`src/rtl/bcd_display_scan.sv`:
```
// Three-digit BCD to multiplexed 7-segment scanner with registered outputs and a dead-time gap at each slot start.
// Optional leading-zero blanking is compiled in when BCD_SCAN_LZB_EN is defined.
module bcd_display_scan #(
  parameter int unsigned SCAN_DIV       = 50000,
  parameter bit          SEG_ACTIVE_LOW = 1'b1
) (
  input  logic        clk,
  input  logic        rst_n,
  input  logic        load,
  input  logic [11:0] bcd,
  output logic [6:0]  seg,
  output logic [2:0]  an,
  output logic        err
);

  // state         | meaning
  // SLOT_UNITS    | scanning units digit    (an bit 0)
  // SLOT_TENS     | scanning tens digit     (an bit 1)
  // SLOT_HUNDREDS | scanning hundreds digit (an bit 2)
  localparam logic [1:0] SLOT_UNITS    = 2'd0;
  localparam logic [1:0] SLOT_TENS     = 2'd1;
  localparam logic [1:0] SLOT_HUNDREDS = 2'd2;

  localparam int unsigned          CNT_W   = $clog2(SCAN_DIV);
  localparam logic [CNT_W-1:0]     CNT_MAX = CNT_W'(SCAN_DIV - 1);
  localparam logic [6:0]           SEG_OFF = SEG_ACTIVE_LOW ? 7'h7f : 7'h00;

  logic [11:0]      disp;
  logic [CNT_W-1:0] cnt;
  logic [1:0]       idx;

  logic [3:0] digit;
  logic [2:0] an_onehot;
  logic       blank;
  logic [6:0] seg_hi;
  logic [6:0] seg_nxt;
  logic [2:0] an_nxt;
  logic       err_nxt;

  function automatic logic [6:0] seg_decode(input logic [3:0] d);
    logic [6:0] s;
    case (d)
      4'd0:    s = 7'b0111111;
      4'd1:    s = 7'b0000110;
      4'd2:    s = 7'b1011011;
      4'd3:    s = 7'b1001111;
      4'd4:    s = 7'b1100110;
      4'd5:    s = 7'b1101101;
      4'd6:    s = 7'b1111101;
      4'd7:    s = 7'b0000111;
      4'd8:    s = 7'b1111111;
      4'd9:    s = 7'b1101111;
      default: s = 7'b1000000;
    endcase
    return s;
  endfunction

  always_comb begin
    digit     = disp[3:0];
    an_onehot = 3'b001;
    case (idx)
      SLOT_TENS: begin
        digit     = disp[7:4];
        an_onehot = 3'b010;
      end
      SLOT_HUNDREDS: begin
        digit     = disp[11:8];
        an_onehot = 3'b100;
      end
      default: begin
        digit     = disp[3:0];
        an_onehot = 3'b001;
      end
    endcase

    blank = 1'b0;
`ifdef BCD_SCAN_LZB_EN
    // Tens only blanks when hundreds is also zero, so "105" keeps its inner zero.
    if (idx == SLOT_HUNDREDS && disp[11:8] == 4'd0)
      blank = 1'b1;
    if (idx == SLOT_TENS && disp[11:8] == 4'd0 && disp[7:4] == 4'd0)
      blank = 1'b1;
`endif

    seg_hi  = blank ? 7'b0000000 : seg_decode(digit);
    seg_nxt = SEG_ACTIVE_LOW ? ~seg_hi : seg_hi;
    an_nxt  = (cnt == '0) ? 3'b000 : an_onehot;
    err_nxt = (disp[3:0] > 4'd9) || (disp[7:4] > 4'd9) || (disp[11:8] > 4'd9);
  end

  always_ff @(posedge clk) begin
    if (!rst_n) begin
      disp <= 12'h000;
      cnt  <= '0;
      idx  <= SLOT_UNITS;
      seg  <= SEG_OFF;
      an   <= 3'b000;
      err  <= 1'b0;
    end else begin
      if (load)
        disp <= bcd;

      if (cnt == CNT_MAX) begin
        cnt <= '0;
        idx <= (idx == SLOT_HUNDREDS) ? SLOT_UNITS : idx + 2'd1;
      end else begin
        cnt <= cnt + 1'b1;
      end

      seg <= seg_nxt;
      an  <= an_nxt;
      err <= err_nxt;
    end
  end

endmodule

```
`config.mk`:
```
export PLATFORM = sky130hd
export DESIGN_NAME = bcd_display_scan
export DESIGN_NICKNAME = d
export VERILOG_FILES = /design/src/rtl/bcd_display_scan.sv
export SDC_FILE = /design/constraint.sdc
export NUM_CORES = 1
export LEC_CHECK = 0
export ABC_AREA = 1
export CORE_ASPECT_RATIO = 1.5
export CORE_MARGIN = 5
export CORE_UTILIZATION = 55
export CTS_BUF_LIST = sky130_fd_sc_hd__clkbuf_2 sky130_fd_sc_hd__clkbuf_4 sky130_fd_sc_hd__clkbuf_8
export DETAILED_ROUTE_END_ITERATION = 10
export HOLD_SLACK_MARGIN = 0.03
export PLACE_DENSITY = 0.84
export SYNTH_ARGS = -nofsm -noshare
export SYNTH_HDL_FRONTEND = slang
export SYNTH_SLANG_ARGS = --single-unit
```
`constraint.sdc`:
```
create_clock -name clk -period 5 [get_ports clk]
set_input_delay 1.5 -clock clk [delete_from_list [all_inputs] [get_ports clk]]
set_output_delay 1.5 -clock clk [all_outputs]
set_load 0.03 [all_outputs]
```
==> impl.org, run 1 <==
** Synth
- Top cells by instance count after synthesis :: 53 x sky130_fd_sc_hd__nand2_1, 46 x sky130_fd_sc_hd__nor2_1, 41 x sky130_fd_sc_hd__dfxtp_1
- Mean Syn Cell Area :: about 7.3 um^2
- Share of synthesized area occupied by flip-flops and latches :: 0.3983
- After synthesis the cells add up to between 2000 and 2500 um^2.
- Dominant register cell in the synthesized netlist :: sky130_fd_sc_hd__dfxtp_1
- Net count of the mapped netlist :: approximately 300
- For this run, the number of Yosys warnings is 0.
- Most frequently used cell type in the post-synthesis netlist :: sky130_fd_sc_hd__nand2_1
- Library cell occupying the most area in the post-synthesis netlist :: sky130_fd_sc_hd__dfxtp_1
- Of the post-synthesis cell area, the dominant cell type holds 0.3983.
- Fraction of registers with async set or reset after synthesis :: 0
- Synthesis handed over a netlist of between 200 and 300 instances.
- Number of storage elements in the synthesis netlist :: 41
- Count of distinct cell types in the synthesized netlist :: 27
- In this run, synthesis inferred 0 flip-flops with an integrated enable.
- After synthesis, the cell types taking the most area are sky130_fd_sc_hd__dfxtp_1 40%, sky130_fd_sc_hd__nand2_1 9.7%, sky130_fd_sc_hd__nor2_1 8.4%.

** Worst setup path
- At the worst endpoint, the required time is roughly 3.5 ns.
- Arr. time, crit path :: 1.30 ns
- STA classifies the critical path endpoint as an output pin.
- Together, buffers and inverters on the worst path number 1.
- End of the worst register-to-register path :: seg[5]
- CP Max Fanout :: 1
- Reg2Reg Setup Slack :: between 2 and 3 ns
- Crit path cell chain :: clkdlybuf4s50_1
- WS Path Type :: reg -> out
- For this design, the slowest cell found on the critical path is sky130_fd_sc_hd__clkdlybuf4s50_1.
- Worst reg-to-reg path cell count :: 9
- The cell family contributing the most delay on the critical path is buffers and inverters.
- The worst register-to-register path begins at idx[1].
- Worst setup SP type :: flip-flop
- For this run, the slowest stage of the critical path takes about 0.7 ns.

** Placement
- Port Buffers :: 25
- Estimated wirelength of the detail-placed design :: between 3000 and 4000 um
- Post-Place Setup Slack :: between 1.5 and 2 ns
- Routability-driven placement finished with a final weighted congestion of 0.8444.
- The number of placed instances, taps included, is around 340.
- The placed instances occupy a cell area of roughly 2300 um^2.

** Hold path
- Depth of the worst hold-timing path :: 2
- Hold endpoint :: disp[0]
- The worst hold path begins at disp[0].
- Min-delay worst type :: reg -> reg

** Timing
- The routed design could run at a clock period as short as between 2 and 3 ns.
- Actual transition at the worst max-transition pin :: about 0.76 ns
- WHS :: ~0.48 ns
- Fin. Hold Viols :: 0
- The final number of max-transition violations is 0.
- Tightest slew margin relative to the limit :: 0.4902
- For this run, the top clock speed supported by timing is between 300 and 400 MHz.
- Adding up every negative setup slack in the final design gives 0 ns.
- Final period utilization :: 0.5591
- Between clock sinks in the finished design, the worst skew comes to slightly above 0.008 ns.
- RSZ-0062 raised after global routing :: false
- Setup violations remaining at the end of the flow were counted as 0.
- Final worst slack :: around 2.2 ns

** GRT
- Vias in the first global route :: roughly 1.8k
- Across every metal layer, demand over resource in global routing totals 0.1773.
- The number of antenna violations at the first check in global routing is 0.
- Remaining global-route overflow :: 0
- Global-route wire length before repair :: 7017 um
- Entering global routing, the biggest net connects 25 pins.

** Power
- Total power for the finished layout comes to roughly 0.68 mW.
- VDD sags by at most about 0.00024 V.
- For this design the static power due to leakage is roughly 1 nW.
- Power density over the cells :: around 280 nW/um^2

** Detailed routing
- The routed layout has about 1.8k vias.
- Before antenna repair, the detailed router went through 4 iterations.
- Dividing the detail-routed wire length by the instance count gives ~11 um.
- Wires add up to between 3000 and 4000 um.
- Final antenna-violating net count :: 0
- For this block, the initial DRC count from the detailed router was between 60 and 70.
- In the routed design, unresolved DRC markers number 0.
- Vias per std cell :: 5.085

** Cells and area
- Final Core Density :: 0.6626
- In the final layout, the share of cells above drive strength 1 is 0.1039.
- Syn-to-layout area delta :: 17.30%
- For this run, the post-layout net count is 334.
- For this run, the number of standard cells in the final layout without fillers is 351.
- Area of all placed cells without fillers :: roughly 2400 um^2
- Diodes inserted :: 0

** Clock network
- Clock tree synthesis selected as its root buffer the cell sky130_fd_sc_hd__clkbuf_8.
- Clock tree from TritonCTS :: yes
- Once the clock tree was built, the setup fixing pass inserted 0 buffers.
- The number of clock buffers added by TritonCTS is 5.
- The longest clock path from root to sink contains 2 buffers.
- The clock reaches the later pin of the worst-skew pair after 0.29 ns.
- Hold repair after CTS inserted 0 buffers.
- CTS sink count :: between 40 and 50
- Gates resized during post-CTS repair numbered 0.
- CTS H-tree lvls :: 2
- Clock slew at the register clock pins of the worst setup and hold paths :: roughly 0.080 ns

** Die
- The floorplan step defined a core boundary enclosing between 3000 and 4000 um^2.
- Overall die width :: around 60 um
- Vertical die dimension :: around 85 um
- The initialized floorplan defines 27 standard-cell rows.
- Die area :: about 5000 um^2
- Effective utilization at floorplan :: 0.5648
- Number of top-level design ports :: 26

** Run status
- The flow ran to the end, and the final reports show no timing, DRC or antenna violations.

** Flow run
- The tool flagged a number of max-cap violations equal to 0.
[cell families (layout without fill, tap and decap cells)]
kind of cell / Yosys count / after routing / share of synthesized area
simple gates: 152 / 152 / 0.3388
flops: 41 / 41 / 0.3983
buf+inv: 39 / 65 / 0.08197
compound gates: 32 / 32 / 0.08258
fa+ha+maj: 12 / 12 / 0.07286
xor+xnor: 6 / 6 / 0.02550
[layer usage]
layer,vias to the layer above,track usage,part of all wire
li1,934,-,-
met1,811,0.1593,0.37
met2,30,0.3366,0.56
met3,10,0.03957,0.034
met4,0,0.1048,0.028
met5,-,0,0
[cell usage in the layout, fill, tap and decap left out, drive strengths merged]
master	instances
dfxtp	41
or2	1
o21ai	19
xor2	4
nand4	4
clkinv	1
nand3	27
inv	32
xnor2	2
clkdlybuf4s50	25
nand3b	3
a21oi	12
clkbuf	7
nor2	58
nand2	59
a21boi	1
ha	12
[state kept, by name, summed over array words and instances (netlist names)]
name,count
idx,2
an,3
disp,12
err,1
cnt,16
seg,7
[where the power goes]
| group | internal, mW | switching (mW) |
|---|---|---|
| logic | 0.0380 | 0.0494 |
| clock network | 0.125 | 0.112 |
| registers | 0.342 | 0.00813 |
[worst max path at each step]
stage / from / slack (ns) / cells after the start / endpoint
after floorplan: load / 2.92 / 3 / disp[0]
after global placement: rst_n / 2.01 / 3 / cnt[9]
after detailed placement: rst_n / 1.98 / 3 / cnt[14]
after CTS: seg[2] / 2.18 / 1 / seg[2]
after global routing: seg[6] / 2.17 / 1 / seg[6]
final: seg[6] / 2.20 / 1 / seg[6]
[layout make-up]
class	instances	area [um^2]
well taps	43	53.80
flip-flops and latches	41	820.8
inverters	32	120.1
clock inverters	1	5.005
fillers	327	1231
repair buffers	25	250.2
clock buffers	7	96.34
multi-input cells	202	1071
Note: power is estimated with default switching activity, not from simulation.
==> inputs of run 2 (changes only) <==
- clock period: 5 -> 2.6 ns (I/O delays scaled with it)
==> impl.org, run 2 (same netlist as run 1, synthesis figures left out) <==
** Detailed routing
- The wire length per cell after detailed routing came to 11.31 um (-0.23%).
- Residual DRC :: 0 (unchanged)
- Vias per std cell :: 5.082 (about the same)
- The total iterations of the first detailed-routing run came to 4 (unchanged).
- The total number of vias was 1789 (+0.22%).
- Final antenna-violating net count :: 0 (unchanged)
- Detailed router's first-iteration violation count :: 60 (-13%)
- Total routed wirelength :: 3981 um (about the same)

** Clock network
- Hold-fix buffers, CTS :: 0 (unchanged)
- The latest clock arrival within the worst-skew pair is 0.29 ns (about the same).
- Max Buffers Root-to-Sink :: 2 (unchanged)
- The depth of the CTS H-tree came to 2 (unchanged).
- The clock sink count is 41 (unchanged).
- TritonCTS built the clock tree.
- The number of resized instances in the post-cts repair step was 0 (unchanged).
- Clock root buffer master :: sky130_fd_sc_hd__clkbuf_8
- CTS buffer count :: 5 (unchanged)
- Number of setup buffers added after CTS :: 0 (unchanged)
- Clock slew at the register clock pins of the worst setup and hold paths :: 0.08 ns (about the same)

** Power
- The share of total power in sequential cells came to 0.508 (-0.011).
- Power dissipated by switching net loads :: 0.3154 mW (+86%)
- The power after layout came to 1.328 mW (+97%).
- The part of the total power dissipated in combinational logic was 0.127 (-0.002).
- The power density relative to cell area is 545.2 nW/um^2 (+95%).
- The internal portion of total power is 1.012 mW (+100%).
- Worst vdd rail ir drop :: 0.0004370 V (+85%)
- The share of total power consumed by net switching was 0.2376 (-0.01421).
- The static power due to leakage came to 1.022 nW (+0.92%).
- Clock share of power :: 0.365 (+0.014)

** Cells and area
- Most common library cell in the layout ignoring fill and taps :: sky130_fd_sc_hd__nand2_1
- More flip-flops sit in one register than any other, and that register is cnt.
- The number of filler cells placed in the layout is 322 (-1.5%).
- Area occupied by multi-input gates :: 1071 um^2 (unchanged)
- Syn-to-layout area delta :: 18.15%
- The storage element area came to 820.8 um^2 (unchanged).
- Layout cell share with drive strength beyond 1 :: 0.1068 (+0.002900)
- Most frequent cells in the layout :: 53 x sky130_fd_sc_hd__nand2_1, 46 x sky130_fd_sc_hd__nor2_1, 41 x sky130_fd_sc_hd__dfxtp_1
- Diodes inserted :: 0 (unchanged)
- Final Core Density :: 0.6674 (+0.004802)
- In the final layout, the registers with the most flip-flops are cnt (16), disp (12), seg (7).
- The number of flip-flops in the largest register was 16 (unchanged).
- Post-layout net count :: 336 (+0.60%)

** GRT
- Initial antenna violation count :: 0 (unchanged)
- The overall global routing resource usage is 0.1777 (+0.0003540).
- Global-route wire length before repair :: 7024 um (about the same)
- Pin count of the biggest net entering global routing :: 19 (-24%)
- Vias in the first global route :: 1808 (-0.11%)
- The total congestion overflow was 0 (unchanged).
- The layer flagged by global routing as most heavily used is met2.
- The met1 track demand over resource in global routing came to 0.1538 (-0.005479).
- Fraction of met2 tracks used by global routing :: 0.3504 (+0.01378)
- GR Layer Usage met3 :: 0.03805 (-0.001522)

** Placement
- Routability cong. :: 0.8624 (+2.1%)
- Post-Place Setup Slack :: 0.4010 ns (-1.576 ns)
- The number of input and output port buffers inserted came to 25 (unchanged).
- The sum of net half-perimeters after detailed placement came to 3199 um (+3.4%).

** Run status
- Result of the run :: completed

** Worst setup path
- Critical Path Max Stage Delay :: 0.49 ns (-0.19 ns)
- Data required time of the critical path :: 2.77 ns (-0.73 ns)
- CP Max Fanout :: 11 (+10)
- Number of buffers and inverters on the critical path :: 2 (+1)
- The cell that appears most often on the critical path is sky130_fd_sc_hd__nand3_1.
- Reg-to-Reg Start :: idx[0]
- Category of the worst setup path capture point :: flip-flop
- Crit path cell chain :: inv_1 > ha_1 > nand3_1 > o21ai_1 > inv_1 > ha_1 > nand3b_1 > nand3_1 > nand3_1
- The slowest stage of the critical path belongs to the cell sky130_fd_sc_hd__ha_1.
- Top delay family on crit path :: adder cells
- Worst setup SP type :: flip-flop
- Startpoint of the worst setup timing path :: idx[0]
- WS Path Type :: reg -> reg
- Arr. time, crit path :: 2.39 ns (+1.09 ns)

** Timing
- Time the final worst path needs with I/O delays and setup :: 2.225 ns
- Maximum operating frequency :: 449.4 MHz
- Final Max Slew Viols :: 0 (unchanged)
- Tightest slew margin relative to the limit :: 0.6067 (+0.1165)
- The actual slew at the worst max-slew pin came to 0.5881 ns (-0.1742 ns).
- The number of hold violations in the final report was 0 (unchanged).
- Setup repair after global routing left no endpoint under its margin.
- The sum of negative setup slack was 0 ns (unchanged).
- Final worst slack :: 0.3750 ns (-1.829 ns)
- Of the available clock period, the critical path in the final layout requires 0.8558.
- The worst setup skew after layout came to 0.008005 ns (-0.0001395 ns).
- The final-report setup violation count was 0 (unchanged).

** Die
- The die area is 5096 um^2 (unchanged).
- The row count is 27 (unchanged).
- The die width is 59.98 um (unchanged).
- Vertical die dimension :: 84.97 um (unchanged)
- The I/O pin count is 26 (unchanged).
- Effective utilization at floorplan :: 0.5648 (unchanged)
- Core region area :: 3649 um^2 (unchanged)

** Flow run
- Max Cap Violations :: 0 (unchanged)

** Hold path
- Min-delay worst type :: reg -> reg
- Min-Delay Startpoint :: cnt[0]
## run 2: final timing paths
check | end | slack, ns | cells after the start
hold reg to reg | cnt[0] | 0.49 | 1
hold / removal | cnt[0] | 0.49 | 1
setup reg to reg | seg[3] | 0.38 | 9
setup / recovery | seg[3] | 0.38 | 9
## run 2: per-layer routing
metal  vias to the layer above  routed length (um)
met1                       803                1404
met3                        15                 100
met4                         0                 167
met2                        29                2309
met5                         -                   0
li1                        942                   -
## run 2: power by group through the flow
| stage | clock, mW | sequential [mW] | combinational (mW) |
|---|---|---|---|
| finish | 0.485 | 0.674 | 0.169 |
| CTS | 0.498 | 0.674 | 0.171 |
| global placement | 0 | 0.688 | 0.168 |
| detailed placement | 0 | 0.689 | 0.170 |
| floorplan | 0 | 0.714 | 0.0802 |
| global route | 0.527 | 0.679 | 0.190 |
## run 2: cell type report
cell class,count,share of cell area
clock inverters,2,0.01439
multi-input cells,202,0.4399
well taps,43,0.02210
clock buffers,5,0.02826
flip-flops and latches,41,0.3371
inverters,32,0.04933
repair buffers,27,0.1089
## run 2: per-stage QoR
stage | area (um^2) | cells | hold WS (ns)
floorplan | 2061 | 282 | 0.4340
global placement | 2331 | 345 | 0.4645
detailed placement | 2331 | 345 | 0.4730
CTS | 2435 | 352 | 0.4939
global route | 2435 | 352 | 0.5147
finish | 2435 | 352 | 0.4884
## run 2: worst register-to-register path, stage by stage (launching register included)
cell and delay [ns]:
sky130_fd_sc_hd__dfxtp_1 0.36, sky130_fd_sc_hd__inv_1 0.10, sky130_fd_sc_hd__ha_1 0.50, sky130_fd_sc_hd__nand3_1 0.13, sky130_fd_sc_hd__o21ai_1 0.22, sky130_fd_sc_hd__inv_1 0.12
sky130_fd_sc_hd__ha_1 0.28, sky130_fd_sc_hd__nand3b_1 0.20, sky130_fd_sc_hd__nand3_1 0.12, sky130_fd_sc_hd__nand3_1 0.07
==> inputs of run 3 (changes only) <==
- SKIP_LAST_GASP: not set -> 1
==> results of run 3 <==
Final layout, timing and power as in run 2 (identical DEF).
